**src/rtl/spongent_arbiter_if.sv**
```systemverilog
// Bundles both requester ports and the shared spongent core port of the arbiter.
// The slave modport is the arbiter; the master modport is its environment (requesters plus core).
interface spongent_arbiter_if #(
   parameter int DATA_WIDTH = 64,
   parameter int N          = 88
);
   logic                  req_0;
   logic                  req_1;
   logic [DATA_WIDTH-1:0] msg_0;
   logic [DATA_WIDTH-1:0] msg_1;
   logic                  ack_0;
   logic                  ack_1;
   logic                  err_0;
   logic                  err_1;
   logic [N-1:0]          hash_0;
   logic [N-1:0]          hash_1;
   logic                  core_rst;
   logic [DATA_WIDTH-1:0] core_msg;
   logic [N-1:0]          core_hash;
   logic                  core_end;
   logic                  busy;
   logic                  grant_id;

   modport slave (
      input  req_0, req_1, msg_0, msg_1, core_hash, core_end,
      output ack_0, ack_1, err_0, err_1, hash_0, hash_1,
             core_rst, core_msg, busy, grant_id
   );

   modport master (
      output req_0, req_1, msg_0, msg_1, core_hash, core_end,
      input  ack_0, ack_1, err_0, err_1, hash_0, hash_1,
             core_rst, core_msg, busy, grant_id
   );
endinterface

```
**src/rtl/spongent_arbiter.sv**
```systemverilog
// Round-robin sharing of one spongent hash core between two level requesters.
// Request-to-ack latency is 3 + RUN cycles to core_end; a RUN with no end aborts after TIMEOUT_CYCLES.
module spongent_arbiter #(
   parameter int DATA_WIDTH     = 64,
   parameter int N              = 88,
   parameter int TIMEOUT_CYCLES = 4095
) (
   input logic               clk,
   input logic               rst,
   spongent_arbiter_if.slave bus
);
   localparam int            CW      = $clog2(TIMEOUT_CYCLES + 1);
   localparam logic [CW-1:0] LP_TMAX = CW'(TIMEOUT_CYCLES);

   typedef enum logic [1:0] {IDLE, LOAD, RUN, DONE} state_t;

   state_t                r_state;
   logic                  r_core_rst;
   logic                  r_grant_id;
   logic                  r_last_grant;
   logic                  r_err_flag;
   logic                  r_ack_0;
   logic                  r_ack_1;
   logic [DATA_WIDTH-1:0] r_core_msg;
   logic [N-1:0]          r_hash_0;
   logic [N-1:0]          r_hash_1;
   logic [CW-1:0]         r_cnt;

   logic                  w_grant_vld;
   logic                  w_grant_sel;
   logic                  w_timeout;

   // On contention the requester that was not served last wins.
   always_comb begin
      w_grant_vld = bus.req_0 | bus.req_1;
      if (bus.req_0 && bus.req_1) begin
         w_grant_sel = ~r_last_grant;
      end else begin
         w_grant_sel = bus.req_1;
      end
   end

   assign w_timeout = (r_cnt == LP_TMAX);

   always_ff @(posedge clk) begin
      if (rst) begin
         r_state      <= IDLE;
         r_core_rst   <= 1'b1;
         r_core_msg   <= '0;
         r_ack_0      <= 1'b0;
         r_ack_1      <= 1'b0;
         r_hash_0     <= '0;
         r_hash_1     <= '0;
         r_grant_id   <= 1'b0;
         r_last_grant <= 1'b1;
         r_cnt        <= '0;
         r_err_flag   <= 1'b0;
      end else begin
         r_ack_0 <= 1'b0;
         r_ack_1 <= 1'b0;
         case (r_state)
            IDLE: begin
               r_core_rst <= 1'b1;
               if (w_grant_vld) begin
                  r_grant_id <= w_grant_sel;
                  r_core_msg <= w_grant_sel ? bus.msg_1 : bus.msg_0;
                  r_state    <= LOAD;
               end
            end
            LOAD: begin
               r_cnt      <= '0;
               r_core_rst <= 1'b0;
               r_state    <= RUN;
            end
            RUN: begin
               // core_end is checked first so a coincident timeout still succeeds.
               if (bus.core_end) begin
                  if (r_grant_id) begin
                     r_hash_1 <= bus.core_hash;
                  end else begin
                     r_hash_0 <= bus.core_hash;
                  end
                  r_err_flag <= 1'b0;
                  r_ack_0    <= ~r_grant_id;
                  r_ack_1    <= r_grant_id;
                  r_core_rst <= 1'b1;
                  r_state    <= DONE;
               end else if (w_timeout) begin
                  r_err_flag <= 1'b1;
                  r_ack_0    <= ~r_grant_id;
                  r_ack_1    <= r_grant_id;
                  r_core_rst <= 1'b1;
                  r_state    <= DONE;
               end else begin
                  r_cnt <= r_cnt + CW'(1);
               end
            end
            DONE: begin
               r_last_grant <= r_grant_id;
               r_state      <= IDLE;
            end
            default: begin
               r_state <= IDLE;
            end
         endcase
      end
   end

   assign bus.ack_0    = r_ack_0;
   assign bus.ack_1    = r_ack_1;
   assign bus.err_0    = r_ack_0 & r_err_flag;
   assign bus.err_1    = r_ack_1 & r_err_flag;
   assign bus.hash_0   = r_hash_0;
   assign bus.hash_1   = r_hash_1;
   assign bus.core_rst = r_core_rst;
   assign bus.core_msg = r_core_msg;
   assign bus.busy     = (r_state != IDLE);
   assign bus.grant_id = r_grant_id;
endmodule
```
**src/flat_wrapper.sv**
```systemverilog
// flat-port wrapper written by rule: the top's interface ports become plain ports
module spongent_arbiter_flat 
#(
   parameter int DATA_WIDTH     = 64,
   parameter int N              = 88,
   parameter int TIMEOUT_CYCLES = 4095
)
  (clk, rst, bus_req_0, bus_req_1, bus_msg_0, bus_msg_1, bus_core_hash, bus_core_end, bus_ack_0, bus_ack_1, bus_err_0, bus_err_1, bus_hash_0, bus_hash_1, bus_core_rst, bus_core_msg, bus_busy, bus_grant_id);
  spongent_arbiter_if #(.DATA_WIDTH(DATA_WIDTH), .N(N)) bus_i ();
  input logic clk;
  input logic rst;
  input wire logic [$bits(bus_i.req_0)-1:0] bus_req_0;
  input wire logic [$bits(bus_i.req_1)-1:0] bus_req_1;
  input wire logic [$bits(bus_i.msg_0)-1:0] bus_msg_0;
  input wire logic [$bits(bus_i.msg_1)-1:0] bus_msg_1;
  input wire logic [$bits(bus_i.core_hash)-1:0] bus_core_hash;
  input wire logic [$bits(bus_i.core_end)-1:0] bus_core_end;
  output wire logic [$bits(bus_i.ack_0)-1:0] bus_ack_0;
  output wire logic [$bits(bus_i.ack_1)-1:0] bus_ack_1;
  output wire logic [$bits(bus_i.err_0)-1:0] bus_err_0;
  output wire logic [$bits(bus_i.err_1)-1:0] bus_err_1;
  output wire logic [$bits(bus_i.hash_0)-1:0] bus_hash_0;
  output wire logic [$bits(bus_i.hash_1)-1:0] bus_hash_1;
  output wire logic [$bits(bus_i.core_rst)-1:0] bus_core_rst;
  output wire logic [$bits(bus_i.core_msg)-1:0] bus_core_msg;
  output wire logic [$bits(bus_i.busy)-1:0] bus_busy;
  output wire logic [$bits(bus_i.grant_id)-1:0] bus_grant_id;
  assign bus_i.req_0 = bus_req_0;
  assign bus_i.req_1 = bus_req_1;
  assign bus_i.msg_0 = bus_msg_0;
  assign bus_i.msg_1 = bus_msg_1;
  assign bus_i.core_hash = bus_core_hash;
  assign bus_i.core_end = bus_core_end;
  assign bus_ack_0 = bus_i.ack_0;
  assign bus_ack_1 = bus_i.ack_1;
  assign bus_err_0 = bus_i.err_0;
  assign bus_err_1 = bus_i.err_1;
  assign bus_hash_0 = bus_i.hash_0;
  assign bus_hash_1 = bus_i.hash_1;
  assign bus_core_rst = bus_i.core_rst;
  assign bus_core_msg = bus_i.core_msg;
  assign bus_busy = bus_i.busy;
  assign bus_grant_id = bus_i.grant_id;
  spongent_arbiter #(.DATA_WIDTH(DATA_WIDTH), .N(N), .TIMEOUT_CYCLES(TIMEOUT_CYCLES)) u_core (.clk(clk), .rst(rst), .bus(bus_i));
endmodule
```
**config.mk**
```make
export PLATFORM = sky130hd
export DESIGN_NAME = spongent_arbiter_flat
export DESIGN_NICKNAME = d
export VERILOG_FILES = /design/src/rtl/spongent_arbiter_if.sv /design/src/rtl/spongent_arbiter.sv /design/src/flat_wrapper.sv
export SDC_FILE = /design/constraint.sdc
export NUM_CORES = 1
export LEC_CHECK = 0
export CORE_AREA = 2 2 181 183
export CTS_BUF_LIST = sky130_fd_sc_hd__clkbuf_8
export CTS_CLUSTER_DIAMETER = 120
export CTS_CLUSTER_SIZE = 14
export DETAILED_ROUTE_END_ITERATION = 6
export DIE_AREA = 0 0 183 185
export DONT_BUFFER_PORTS = 1
export GPL_TIMING_DRIVEN = 0
export PLACE_DENSITY_LB_ADDON = 0.12
export SLEW_MARGIN = 15
export SYNTH_ARGS = -nofsm -noshare
export SYNTH_HDL_FRONTEND = slang
export SYNTH_SLANG_ARGS = --single-unit
```
**constraint.sdc**
```tcl
create_clock -name clk -period 3.9 [get_ports clk]
set_clock_uncertainty 0.05 [all_clocks]
set_input_delay 0.39 -clock clk [delete_from_list [all_inputs] [get_ports clk]]
set_output_delay 0.39 -clock clk [all_outputs]
set_load 0.02 [all_outputs]
```
==> parameters.txt <==
Parameter                              Value

Yosys
  Distinct cell type count after synthesis ... 43
  Sequential element share of the synthesized area ... 0.527
  Number of instances in the synthesized netlist ... 1178
  Proportion of synthesized area in mux cells ... 0.0658
  Simple logic cell fraction of the synthesized area ... 0.188
  Synth Net Count ... 1406
  Synthesized flop and latch total ... 260
  Synthesized-area fraction occupied by xor and xnor cells ... 0
  Syn_area_per_cell ... 8.39 um^2
  Synth Area in Adders ... 0.00886
  Number of synthesis warnings ... 0
  Cell area after technology mapping ... 9880 um^2
  Synthesized-area fraction occupied by ao, oa, aoi and oai cells ... 0.167
  Largest family of logic cells by synthesized area ... simple AND/OR/NAND/NOR gates

Setup path
  Required time at the worst-slack endpoint ... 4340 ps
  Crit. End Element ... register
  CP Class ... reg -> reg
  Crit path arrival time ... 2900 ps
  Worst setup SP type ... register
  Biggest fanout along the worst timing path ... 10

GRT
  Global routing usage on met1 ... 0.227
  Met2 demand-to-capacity share in global routing ... 0.340
  Via count of the first global-routing pass ... 8263
  Overall track demand over capacity in global routing ... 0.192
  Global-route wire length before repair ... 50.7 mm
  Initial antenna violation count ... 0
  Met3 global-route usage ... 0.0643
  Most Used Layer, Global Route ... met2
  Largest net degree at the start of global routing ... 15
  Final global-route overflow total ... 0

Clock network
  TritonCTS sink count ... 260
  TritonCTS clock tree ... done
  Count of instances resized after the clock tree is built ... 0
  Clk root buf ... clkbuf_8
  Depth of the CTS H-tree ... 1
  Hold-fix buffers at CTS ... 124
  Source-to-sink clock delay at the later pin of the worst-skew pair ... 570 ps
  Number of buffers on the longest clock path ... 3
  Post-CTS setup-driven buffer insertion count ... 0
  CTS clock-pin slew for the worst setup and hold paths ... 110 ps
  Num CTS Buffers ... 22

Place
  HPWL after detailed placement ... 26.0 mm
  Number of input and output port buffers inserted ... 0
  Global placement routability congestion ... 0.812
  Setup WS pre-CTS ... 1410 ps

Cells and area
  Diode insertion count for antenna repair ... 0
  Commonest cells after routing, fill and taps aside ... nand2_1, dfxtp_1, a21oi_1, dlygate4sd3_1, nor2_1
  P&R area growth vs syn ... 21.0%
  Layout net count ... 1554
  Most common cell after layout, fill and taps aside ... nand2_1
  Fraction of final layout cells sized beyond drive strength 1 ... 0.0407

Detailed routing
  Via-per-instance ratio ... 4.95
  1st-pass router iterations ... 4
  Via count ... 8586
  Count of antenna-violating nets left after detailed routing ... 0
  Initial DRC Count ... 395
  Wire length reported by the detailed router ... 34.6 mm
  Post-detailed-route DRC marker count ... 0
  Routed length per instance ... 20.0 um

Timing
  Relative slew slack ... 0.481
  Slack of the critical path ... 1440 ps
  Number of hold violations in the final report ... 0
  Final worst path period need ... 2460 ps
  RSZ-0062 raised after global routing ... no
  Final-layout setup total negative slack ... 0 ps
  Min Hold Slack ... 31.4 ps
  Final Cycle Share ... 0.632
  Total of endpoints with negative setup slack in the final report ... 0
  Worst-Margin Slew ... 778 ps
  Number of slew-limit violations in the final report ... 0
  Fmax ... 406 MHz

Power and ir drop
  Lkg Pwr ... 0.00403 uW
  PD cells ... 554 nW/um^2
  Peak supply drop ... 0.278 mV

Outcome
  Outcome ... completed

Hold path
  Kind of path behind the tightest hold check ... in -> reg

Floorplanning
  Die height ... 185 um
  Starting utilization of the core area ... 0.308
  Count of standard-cell rows ... 66
  Die Outline Area ... 33900 um^2
  Io pins ... 468
  Standard cell core area ... 32000 um^2
  Width of the die ... 183 um

Flow run
  Number of maximum-capacitance violations ... 0
-- layer usage --
layer  up-vias  share of wire
li1       4259              -
met1      3997           0.41
met2       296           0.49
met3        34          0.086
met4         0          0.018
met5         -              0
-- worst max-delay path, cell delays in order (launching register included) --
cell      delay [ps]
dfxtp_1          430
inv_1            110
ha_1             300
nand3_1          470
buf_2            340
clkbuf_1         410
nand2_1          100
a21oi_1          160
-- per-stage QoR --
stage,util,power (uW),cells,area [um^2]
after global placement,0.324,5150,1586,10400
final,0.373,6630,1734,12000
after global routing,0.373,7000,1734,12000
after floorplan,-,4690,1178,9880
after detailed placement,0.324,5150,1586,10400
after CTS,0.373,6730,1734,12000
-- power breakdown --
part | total (uW) | internal (uW) | switching (uW)
Sequential | 3880 | 3050 | 823
Clock | 1430 | 531 | 898
Combinational | 1330 | 503 | 822
Total | 6630 | 4090 | 2540
-- path summary, 6_finish.rpt --
check	start	to	slack (ps)	depth (start not counted)
max	u_core.r_state[0]	u_core.bus.hash_0[85]	1440	7
min	bus_msg_1[49]	u_core.bus.core_msg[49]	30	2
max reg2reg	u_core.r_state[0]	u_core.bus.hash_0[85]	1440	7
min reg2reg	u_core.r_cnt[10]	u_core.r_cnt[10]	480	2
-- sequential cells by signal (all words and copies together), names as in the netlist --
name	cells
u_core.bus.core_rst	1
u_core.bus.hash_1	88
u_core.r_state	2
u_core.bus.hash_0	88
u_core.r_err_flag	1
u_core.bus.core_msg	64
u_core.r_cnt	12
u_core.bus.ack_0	1
u_core.bus.ack_1	1
u_core.r_last_grant	1
u_core.bus.grant_id	1
-- area by class of cell --
class                           instances  area, um^2
Tap cell                              408         510
Timing Repair Buffer                  124        1240
Fill cell                            3368       20100
Multi-Input combinational cell        817        4240
Buffer                                 95         412
Clock buffer                           23         317
Clock inverter                          1        8.76
Sequential cell                       260        5200
Inverter                                6        22.5
-- synth_stat cells, drive strengths merged --
library cell	instances	share of area
o21bai	1	0.00076
a41o	1	0.0022
o21a	1	0.00076
and4	3	0.0028
nor2	70	0.027
nand3	16	0.0081
a21boi	1	0.00076
nor3	1	0.00051
a211o	1	0.00089
a21o	1	0.00076
a31oi	4	0.0025
buf	34	0.018
or4b	1	0.0010
or4	1	0.00076
or3	3	0.0019
a211oi	66	0.050
mux2i	65	0.066
nand2b	6	0.0046
nand4	1	0.00063
a311oi	5	0.0051
o32ai	1	0.00089
o211ai	2	0.0015
a21oi	185	0.094
and2	2	0.0013
o21ai	5	0.0029
clkbuf	61	0.023
dfxtp	260	0.53
o31a	1	0.00089
inv	6	0.0023
a41oi	3	0.0034
ha	7	0.0089
nand2	357	0.14
nor4	1	0.00063
and3	4	0.0025
nor2b	1	0.00063
-- cell families after synthesis --
family | after synthesis
adders and majority gates | 7
muxes | 65
and+or+nand+nor | 467
AOI/OAI and AO/OA | 278
buffers and inverters | 101
DFF | 260
No activity file was read; power rests on OpenSTA's default activity.
